## src/rtl/multicycle_controller.sv

```systemverilog
// Main control FSM of the multicycle RV32I core: sequences fetch/decode/execute/memory/writeback.
// Outputs decode from state (plus MemReady/Zero); memory waits on MemReady and faults after MEM_TIMEOUT idle cycles.
module multicycle_controller #(
  parameter int MEM_TIMEOUT = 255,
  parameter int CNT_W       = 8
) (
  input  logic       clk,
  input  logic       reset,
  input  logic [6:0] op,
  input  logic [2:0] funct3,
  input  logic       funct7b5,
  input  logic       Zero,
  input  logic       MemReady,
  output logic       PCWrite,
  output logic       AdrSrc,
  output logic       MemRead,
  output logic       MemWrite,
  output logic       IRWrite,
  output logic [1:0] ResultSrc,
  output logic [1:0] ALUSrcA,
  output logic [1:0] ALUSrcB,
  output logic       RegWrite,
  output logic [2:0] ALUOp,
  output logic       InstrRetired,
  output logic       Illegal,
  output logic       MemFault
);
  typedef enum logic [3:0] {
    FETCH, DECODE, MEMADR, MEMREAD, MEMWB, MEMWRITE, EXECR, EXECI,
    ALUWB, BRANCH, JAL, JALR, JALRLINK, UPPER, HALT
  } state_t;

  localparam logic [CNT_W-1:0] TIMEOUT = CNT_W'(MEM_TIMEOUT);

  state_t           state, nxt;
  logic [CNT_W-1:0] wait_cnt;
  logic             wait_st, timeout, shift_op, set_illegal;
  logic             pc_w, mem_rd, mem_wr, ir_w, reg_w, retire;
  logic             unused_funct7b5;

  assign unused_funct7b5 = funct7b5;

  always_comb begin
    wait_st     = (state == FETCH) || (state == MEMREAD) || (state == MEMWRITE);
    // A MemReady arriving in the timeout cycle still completes the access.
    timeout     = (MEM_TIMEOUT > 0) && wait_st && !MemReady && (wait_cnt == TIMEOUT);
    shift_op    = (funct3 == 3'b001) || (funct3 == 3'b101);
    nxt         = state;
    set_illegal = 1'b0;
    pc_w        = 1'b0;
    mem_rd      = 1'b0;
    mem_wr      = 1'b0;
    ir_w        = 1'b0;
    reg_w       = 1'b0;
    retire      = 1'b0;
    AdrSrc      = 1'b0;
    ResultSrc   = 2'b00;
    ALUSrcA     = 2'b00;
    ALUSrcB     = 2'b00;
    ALUOp       = 3'b000;
    case (state)
      FETCH: begin
        mem_rd    = !timeout;
        ResultSrc = 2'b10;
        ALUSrcB   = 2'b10;
        if (timeout) nxt = HALT;
        else if (MemReady) begin
          ir_w = 1'b1;
          pc_w = 1'b1;
          nxt  = DECODE;
        end
      end
      DECODE: begin
        ALUSrcA = 2'b01;
        ALUSrcB = 2'b01;
        case (op)
          7'b0000011, 7'b0100011: nxt = MEMADR;
          7'b0110011:             nxt = EXECR;
          7'b0010011:             nxt = EXECI;
          7'b1100011:             nxt = BRANCH;
          7'b1101111:             nxt = JAL;
          7'b1100111: begin
            if (funct3 == 3'b000) nxt = JALR;
            else begin
              nxt         = HALT;
              set_illegal = 1'b1;
            end
          end
          7'b0110111, 7'b0010111: nxt = UPPER;
          default: begin
            nxt         = HALT;
            set_illegal = 1'b1;
          end
        endcase
      end
      MEMADR: begin
        ALUSrcA = 2'b10;
        ALUSrcB = 2'b01;
        nxt     = op[5] ? MEMWRITE : MEMREAD;
      end
      MEMREAD: begin
        AdrSrc = 1'b1;
        mem_rd = !timeout;
        if (timeout) nxt = HALT;
        else if (MemReady) nxt = MEMWB;
      end
      MEMWB: begin
        ResultSrc = 2'b01;
        reg_w     = 1'b1;
        retire    = 1'b1;
        nxt       = FETCH;
      end
      MEMWRITE: begin
        AdrSrc = 1'b1;
        mem_wr = !timeout;
        if (timeout) nxt = HALT;
        else if (MemReady) begin
          retire = 1'b1;
          nxt    = FETCH;
        end
      end
      EXECR, EXECI: begin
        ALUSrcA = 2'b10;
        ALUSrcB = (state == EXECI) ? 2'b01 : 2'b00;
        ALUOp   = shift_op ? 3'b011 : 3'b010;
        nxt     = ALUWB;
      end
      ALUWB: begin
        reg_w  = 1'b1;
        retire = 1'b1;
        nxt    = FETCH;
      end
      BRANCH: begin
        ALUSrcA = 2'b10;
        ALUOp   = 3'b001;
        case (funct3)
          3'b000: begin
            pc_w   = Zero;
            retire = 1'b1;
            nxt    = FETCH;
          end
          3'b001: begin
            pc_w   = !Zero;
            retire = 1'b1;
            nxt    = FETCH;
          end
          default: begin
            nxt         = HALT;
            set_illegal = 1'b1;
          end
        endcase
      end
      JAL: begin
        pc_w    = 1'b1;
        ALUSrcA = 2'b01;
        ALUSrcB = 2'b10;
        nxt     = ALUWB;
      end
      JALR: begin
        ALUSrcA   = 2'b10;
        ALUSrcB   = 2'b01;
        ResultSrc = 2'b10;
        pc_w      = 1'b1;
        nxt       = JALRLINK;
      end
      JALRLINK: begin
        ALUSrcA = 2'b01;
        ALUSrcB = 2'b10;
        nxt     = ALUWB;
      end
      UPPER: begin
        ALUSrcB = 2'b01;
        if (op[5]) ALUOp = 3'b100;
        else ALUSrcA = 2'b01;
        nxt = ALUWB;
      end
      default: nxt = HALT;
    endcase
  end

  assign PCWrite      = reset & pc_w;
  assign MemRead      = reset & mem_rd;
  assign MemWrite     = reset & mem_wr;
  assign IRWrite      = reset & ir_w;
  assign RegWrite     = reset & reg_w;
  assign InstrRetired = reset & retire;

  always_ff @(posedge clk) begin
    if (!reset) begin
      state    <= FETCH;
      wait_cnt <= '0;
      Illegal  <= 1'b0;
      MemFault <= 1'b0;
    end else begin
      state <= nxt;
      if (set_illegal) Illegal <= 1'b1;
      if (timeout) MemFault <= 1'b1;
      if (wait_st && (nxt == state) && !MemReady) wait_cnt <= wait_cnt + CNT_W'(1);
      else wait_cnt <= '0;
    end
  end
endmodule

```

## config.mk

```make
export PLATFORM = sky130hd
export DESIGN_NAME = multicycle_controller
export DESIGN_NICKNAME = d
export VERILOG_FILES = /design/src/rtl/multicycle_controller.sv
export SDC_FILE = /design/constraint.sdc
export NUM_CORES = 1
export LEC_CHECK = 0
export ABC_AREA = 1
export CELL_PAD_IN_SITES_DETAIL_PLACEMENT = 2
export CELL_PAD_IN_SITES_GLOBAL_PLACEMENT = 2
export CORE_MARGIN = 5
export CORE_UTILIZATION = 25
export CTS_CLUSTER_SIZE = 24
export DETAILED_ROUTE_END_ITERATION = 10
export GPL_TIMING_DRIVEN = 1
export PLACE_DENSITY_LB_ADDON = 0.15
export SETUP_SLACK_MARGIN = 0.05
export SKIP_LAST_GASP = 1
export SLEW_MARGIN = 30
export SYNTH_ARGS = -nofsm -noshare
export SYNTH_HDL_FRONTEND = slang
export SYNTH_SLANG_ARGS = --single-unit
```

## constraint.sdc

```tcl
create_clock -name clk -period 2.8 [get_ports clk]
set_input_delay 0.84 -clock clk [delete_from_list [all_inputs] [get_ports clk]]
set_output_delay 0.84 -clock clk [all_outputs]
set_load 0.1 [all_outputs]
```

==> results.md, run 1 <==
- Status: complete, no violations
- Max-cap violations: 0
- Ys async rst share: 0%
- Worst-path maximum fanout: 4
- WL/cell: 14.9 um
- # rows: 24
- Worst setup path category: input pin to primary output
- WP data required: 1.96 ns
- Top-area cell type share of the netlist area: 24.9%
- Starting Density: 25.8%
- GR Overflow Total: 0
- RSZ-0062 raised after global routing: true
- Top Ports: 33
- Die ar.: 5940 um^2
- Vias: 1447
- Drt first-iter violations: 44
- P per Cell Area: 1290 nW/um^2
- Area Overhead vs Synth: 69.8%
- Leakage power: 0.886 nW
- Residual DRC: 0
- Cells after Synth: 196
- CP peak stage delay: 0.47 ns
- Slew Limit Fails: 0
- Most frequent cells after synthesis: 47 x nand2_1, 42 x nor2_1, 30 x inv_1
- Crit path buf inv count: 3
- IO Port Bufs: 31
- Combinational group share of total power: 79.3%
- Register area share after synthesis: 24.9%
- Rel. slew slack: 76.2%
- Period minus WS final: 2.69 ns
- Hold Vio Cnt, Final: 0
- Area leader, netlist: dfxtp_1
- Synth Net Count: 212
- Final wirelength: 4360 um
- Crit end category: primary output
- #FFs+latches synth: 14
- Yosys Warn Count: 0
- Syn_area_per_cell: 5.73 um^2
- Post-Syn Area: 1120 um^2
- Via/cell ratio: 4.94
- Clock Sinks: 14
- Count of cell types in the netlist: 25
- Final net count: 258
- GRT Overall Usage: 15.7%
- CTS max path bufs: 2
- Placer Congestion: 0.838
- Crit-path cells: clkdlybuf4s50_1 > inv_1 > nand2_1 > nand3_1 > buf_12
- Most common cell in the synthesized netlist: nand2_1
- Die Height: 77.0 um
- Placed Instances: 288
- Worst-Skew Late Latency: 0.25 ns
- Sequential share of power: 12.4%
- Placed Area: 1800 um^2
- Routed Antenna Nets: 0
- Area contributors post-synth: dfxtp_1 25%, nand2_1 16%, nor2_1 14%
- Num CTS Buffers: 3
- Peak supply drop: 0.617 mV
- Inserted Diodes: 0
- Fmax: 372 MHz
- EDFF count, synth: 0
- Design Area, Final: 1910 um^2
- Tightest Hold Check Type: register to register
- Initial antenna violation count: 0
- Critical path's slowest cell: clkdlybuf4s50_1
- Filler instances: 523
- DP HPWL: 3680 um
- CP delay by family, top: buffers and inverters
- Setup violators final: 0
- Layout Cells excl Fill: 293
- Startpoint types: input pin
- Max H-tree Level: 1
- Main synth FF type: dfxtp_1
- Largest net degree at the start of global routing: 9
- CTS clk-pin slew, worst paths: 0.06 ns
- Psw: 1.48 mW
- Worst Tran Pin Value: 0.356 ns
- Layout cells sized above 1: 29.5%
- Final Cycle Share: 96.0%
- Root Buffer: clkbuf_8
- Critical Path AT: 1.85 ns
- CTS tree: built
- CTS hold repair buffers: 0
- Sw Share: 60.4%
- Vias in the first global route: 1603
- Horiz. Die Dim: 77.0 um
- DRT Pass-1 Iters: 4
- Clock group share of total power: 8.3%
- Global-route wire length before repair: 7720 um
- Worst clock skew: 0.00348 ns
- Int Power: 0.974 mW
- Core ar.: 4350 um^2
-- worst paths after layout --
| kind | startpoint | endpoint | slack (ns) | depth (start not counted) |
|---|---|---|---|---|
| worst max-delay path | op[5] | ALUSrcA[0] | 0.11 | 5 |
| worst min-delay path | wait_cnt[0]$_SDFF_PN0_ | wait_cnt[0]$_SDFF_PN0_ | 0.47 | 1 |
| worst min register to register | wait_cnt[0]$_SDFF_PN0_ | wait_cnt[0]$_SDFF_PN0_ | 0.47 | 1 |
| worst max register to register | wait_cnt[0]$_SDFF_PN0_ | wait_cnt[5]$_SDFF_PN0_ | 1.00 | 11 |
-- through the flow --
step | power, mW | setup slack [ns] | TNS (ns) | hold slack [ns] | utilization, %
finish | 2.46 | 0.112 | 0 | 0.466 | 43.8
global route | 2.59 | 0.0370 | 0 | 0.499 | 43.8
CTS | 2.46 | -0.109 | -0.120 | 0.475 | 43.1
detailed placement | 2.23 | -0.335 | -0.939 | 0.462 | 41.2
global placement | 2.20 | -0.216 | -0.661 | 0.428 | 41.2
floorplan | 1.57 | -0.367 | -1.03 | 0.418 | -
-- power groups by stage --
stage          Combinational [mW]  Clock, mW  Sequential, mW
6_report                     1.95      0.203           0.304
5_1_grt                      2.05      0.221           0.314
4_1_cts                      1.95      0.212           0.295
3_5_place_dp                 1.94          0           0.300
3_3_place_gp                 1.90          0           0.296
2_1_floorplan                1.24          0           0.328
-- state kept, by name, indices dropped and copies added (netlist names) --
name,count
MemFault,1
Illegal,1
wait_cnt,8
state,4
-- placed cells by master, fill, tap and decap left out, types with 3 or more instances in the layout --
master	instances
nor2_1	37
dfxtp_2	3
nand3_1	14
nor2_4	4
nand2_1	44
inv_1	28
o21ai_0	3
clkdlybuf4s50_1	7
inv_2	5
clkbuf_8	4
xor2_1	4
a21oi_1	6
buf_12	16
dfxtp_1	11
nand3_2	5
nor2_2	5
nand2_2	5
buf_4	11
-- cell type report --
| cell class | count | area [um^2] | area share [%] |
|---|---|---|---|
| multi-input cells | 148 | 836 | 43.8 |
| repair buffers | 41 | 538 | 28.2 |
| well taps | 52 | 65.1 | 3.41 |
| clock buffers | 4 | 55.1 | 2.89 |
| flip-flops and latches | 14 | 284 | 14.9 |
| inverters | 34 | 130 | 6.82 |
-- routing by layer --
metal  up-vias  global-route usage (%)  routed length (um)
met1       711                    18.9                1910
met3         2                    4.22                 176
met5         -                       0                   0
li1        708                       -                   -
met2        26                    28.9                2260
met4         0                    1.55                  17
-- timing repair --
action / CTS / global route
buffers inserted: 1 / 0
pin swaps: 3 / 4
setup endpoints to repair: 7 / 7
resized for setup: 13 / 20
-- cell families (layout without fill, tap and decap cells) --
group | after synthesis | count (layout) | synth area share (%)
XOR/XNOR | 6 | 6 | 4.68
AND/OR/NAND/NOR | 117 | 117 | 45.1
AO/OA/AOI/OAI | 24 | 24 | 12.8
buffers and inverters | 34 | 79 | 11.4
adder cells (fa/ha/maj) | 1 | 1 | 1.11
flip-flops | 14 | 14 | 24.9
(Power assumes the default switching activity.)
==> run 2, diff against run 1 <==
--- a/config.mk
+++ b/config.mk
@@ -10,11 +10,13 @@
 export CELL_PAD_IN_SITES_GLOBAL_PLACEMENT = 2
 export CORE_MARGIN = 5
 export CORE_UTILIZATION = 25
+export CTS_CLUSTER_DIAMETER = 200
 export CTS_CLUSTER_SIZE = 24
 export DETAILED_ROUTE_END_ITERATION = 10
 export GPL_TIMING_DRIVEN = 1
 export PLACE_DENSITY_LB_ADDON = 0.15
 export SETUP_SLACK_MARGIN = 0.05
+export SKIP_CTS_REPAIR_TIMING = 1
 export SKIP_LAST_GASP = 1
 export SLEW_MARGIN = 30
 export SYNTH_ARGS = -nofsm -noshare
==> constraint.sdc (replaced) <==
create_clock -name clk -period 2.8 [get_ports clk]
set_input_delay 0.84 -clock clk [delete_from_list [all_inputs] [get_ports clk]]
set_output_delay 0.84 -clock clk [all_outputs]
set_load 0.05 [all_outputs]
==> results.md, run 2 (synthesis gave the netlist of run 1 again) <==
- Sequential share of power: 16.4% (was 12.4%)
- Psw: 0.994 mW (was 1.48 mW)
- Setup violators final: 0 (unchanged)
- Residual DRC: 0 (unchanged)
- Area Overhead vs Synth: 58.7% (was 69.8%)
- Die Height: 77.0 um (unchanged)
- Hold Vio Cnt, Final: 0 (unchanged)
- Drt first-iter violations: 61 (was 44)
- Routed Antenna Nets: 0 (unchanged)
- Period minus WS final: 2.68 ns (was 2.69 ns)
- Crit path buf inv count: 2 (was 3)
- Int Power: 0.819 mW (was 0.974 mW)
- RSZ-0062 raised after global routing: false (was true)
- Max reg flops: 8 (unchanged)
- CTS max path bufs: 2 (unchanged)
- Clock group share of total power: 11.0% (was 8.3%)
- Num CTS Buffers: 3 (unchanged)
- Core ar.: 4350 um^2 (unchanged)
- Global-route wire length before repair: 7450 um (was 7720 um)
- Vias: 1412 (was 1447)
- Placer Congestion: 0.833 (was 0.838)
- Via/cell ratio: 4.84 (was 4.94)
- Max H-tree Level: 1 (unchanged)
- CP delay by family, top: compound AO/OA/AOI/OAI gates (was buffers and inverters)
- Setup ws final: 0.121 ns (was 0.112 ns)
- Peak supply drop: 0.453 mV (was 0.617 mV)
- Status: complete, no violations (unchanged)
- Vias in the first global route: 1591 (was 1603)
- Inserted Diodes: 0 (unchanged)
- Slew Limit Fails: 0 (unchanged)
- Horiz. Die Dim: 77.0 um (unchanged)
- Critical Path AT: 1.84 ns (was 1.85 ns)
- Worst setup path category: input pin to primary output (unchanged)
- Crit end category: primary output (unchanged)
- Initial antenna violation count: 0 (unchanged)
- Worst Tran Pin Value: 0.499 ns (was 0.356 ns)
- Leakage power: 0.847 nW (was 0.886 nW)
- Largest net degree at the start of global routing: 9 (unchanged)
- CTS tree: built (unchanged)
- Top Ports: 33 (unchanged)
- Place WS: -0.247 ns (was -0.335 ns)
- Critical path's slowest cell: a31oi_4 (was clkdlybuf4s50_1)
- WP data required: 1.96 ns (about the same)
- Startpoint types: input pin (unchanged)
- CTS clk-pin slew, worst paths: 0.06 ns (about the same)
- Worst clock skew: 0.00236 ns (was 0.00348 ns)
- Final Cycle Share: 95.7% (was 96.0%)
- Clock Sinks: 14 (unchanged)
- Commonest non-fill, non-tap cell in the layout: nand2_1 (unchanged)
- Tightest Hold Check Type: register to register (unchanged)
- Power Total: 1.81 mW (was 2.46 mW)
- Tightest hold margin: 0.448 ns (was 0.466 ns)
- Top reg by flops: wait_cnt (unchanged)
- CP peak stage delay: 0.21 ns (was 0.47 ns)
- Commonest non-fill, non-tap cells in the layout: 46 x nand2_1, 36 x nor2_1, 28 x inv_1, 15 x buf_4 (was 44 x nand2_1, 37 x nor2_1, 28 x inv_1, 16 x buf_12, 14 x nand3_1)
- Rel. slew slack: 66.7% (was 76.2%)
- Root Buffer: clkbuf_8 (unchanged)
- Combinational group share of total power: 72.6% (was 79.3%)
- GRT Overall Usage: 15.2% (was 15.7%)
- Largest regs: wait_cnt x8, state x4 (unchanged)
- Fmax: 373 MHz (was 372 MHz)
- IO Port Bufs: 31 (unchanged)
- GR Overflow Total: 0 (unchanged)
- Worst-path maximum fanout: 3 (was 4)
- Max-cap violations: 0 (unchanged)
- WL/cell: 15.0 um (was 14.9 um)
- DRT Pass-1 Iters: 4 (unchanged)
- # rows: 24 (unchanged)
- Sw Share: 54.8% (was 60.4%)
- P per Cell Area: 1020 nW/um^2 (was 1290 nW/um^2)
- Layout cells sized above 1: 24.6% (was 29.5%)
- Worst-Skew Late Latency: 0.25 ns (about the same)
- Die ar.: 5940 um^2 (unchanged)
- Final net count: 257 (was 258)
- Final wirelength: 4390 um (was 4360 um)
- Starting Density: 25.8% (unchanged)
- Crit-path cells: dlymetal6s2s_1 > nor2_2 > nand2_2 > a21oi_2 > nand3_2 > a31oi_4 > buf_12 (was clkdlybuf4s50_1 > inv_1 > nand2_1 > nand3_1 > buf_12)
- DP HPWL: 3560 um (was 3680 um)
[run 2: worst reg2reg max path, delay by kind of cell (launching register included)]
family | cells | cell delay [ns]
AND/OR/NAND/NOR | 8 | 0.99
flip-flops | 1 | 0.43
buffers and inverters | 2 | 0.26
[run 2: worst paths after layout]
path	from	to	slack [ns]	cells past startpoint
setup / recovery	funct3[2]	PCWrite	0.12	7
hold / removal	wait_cnt[0]$_SDFF_PN0_	wait_cnt[0]$_SDFF_PN0_	0.45	1
setup reg to reg	state[0]$_SDFF_PN0_	wait_cnt[5]$_SDFF_PN0_	1.00	10
hold reg to reg	wait_cnt[0]$_SDFF_PN0_	wait_cnt[0]$_SDFF_PN0_	0.45	1
[run 2: power groups by stage]
stage	sequential, mW	combinational (mW)	clock [mW]
after CTS	0.297	1.30	0.207
after floorplan	0.305	0.791	0
after global placement	0.297	1.26	0
final	0.297	1.32	0.200
after detailed placement	0.300	1.30	0
after global routing	0.303	1.41	0.221
[run 2: final cells by class]
cell class,count,area (um^2)
inverters,34,128
fillers,531,2570
multi-input cells,148,779
flip-flops and latches,14,280
clock buffers,4,55.1
repair buffers,40,475
well taps,52,65.1
[run 2: per-layer routing]
layer / up-vias / share of wire, % / GRT usage [%]
li1: 705 / - / -
met1: 673 / 43 / 18.0
met2: 29 / 52 / 27.8
met3: 5 / 3.5 / 3.16
met4: 0 / 0.96 / 3.26
met5: - / 0 / 0
[run 2: metrics by stage]
stage	instance area, um^2	util, %	setup TNS [ns]	std cells
6_report	1780	40.9	0	292
5_1_grt	1780	40.9	0	292
4_1_cts	1720	39.5	-0.735	291
3_5_place_dp	1660	38.2	-0.651	287
3_3_place_gp	1660	38.2	-0.463	287
2_1_floorplan	1140	-	0	196
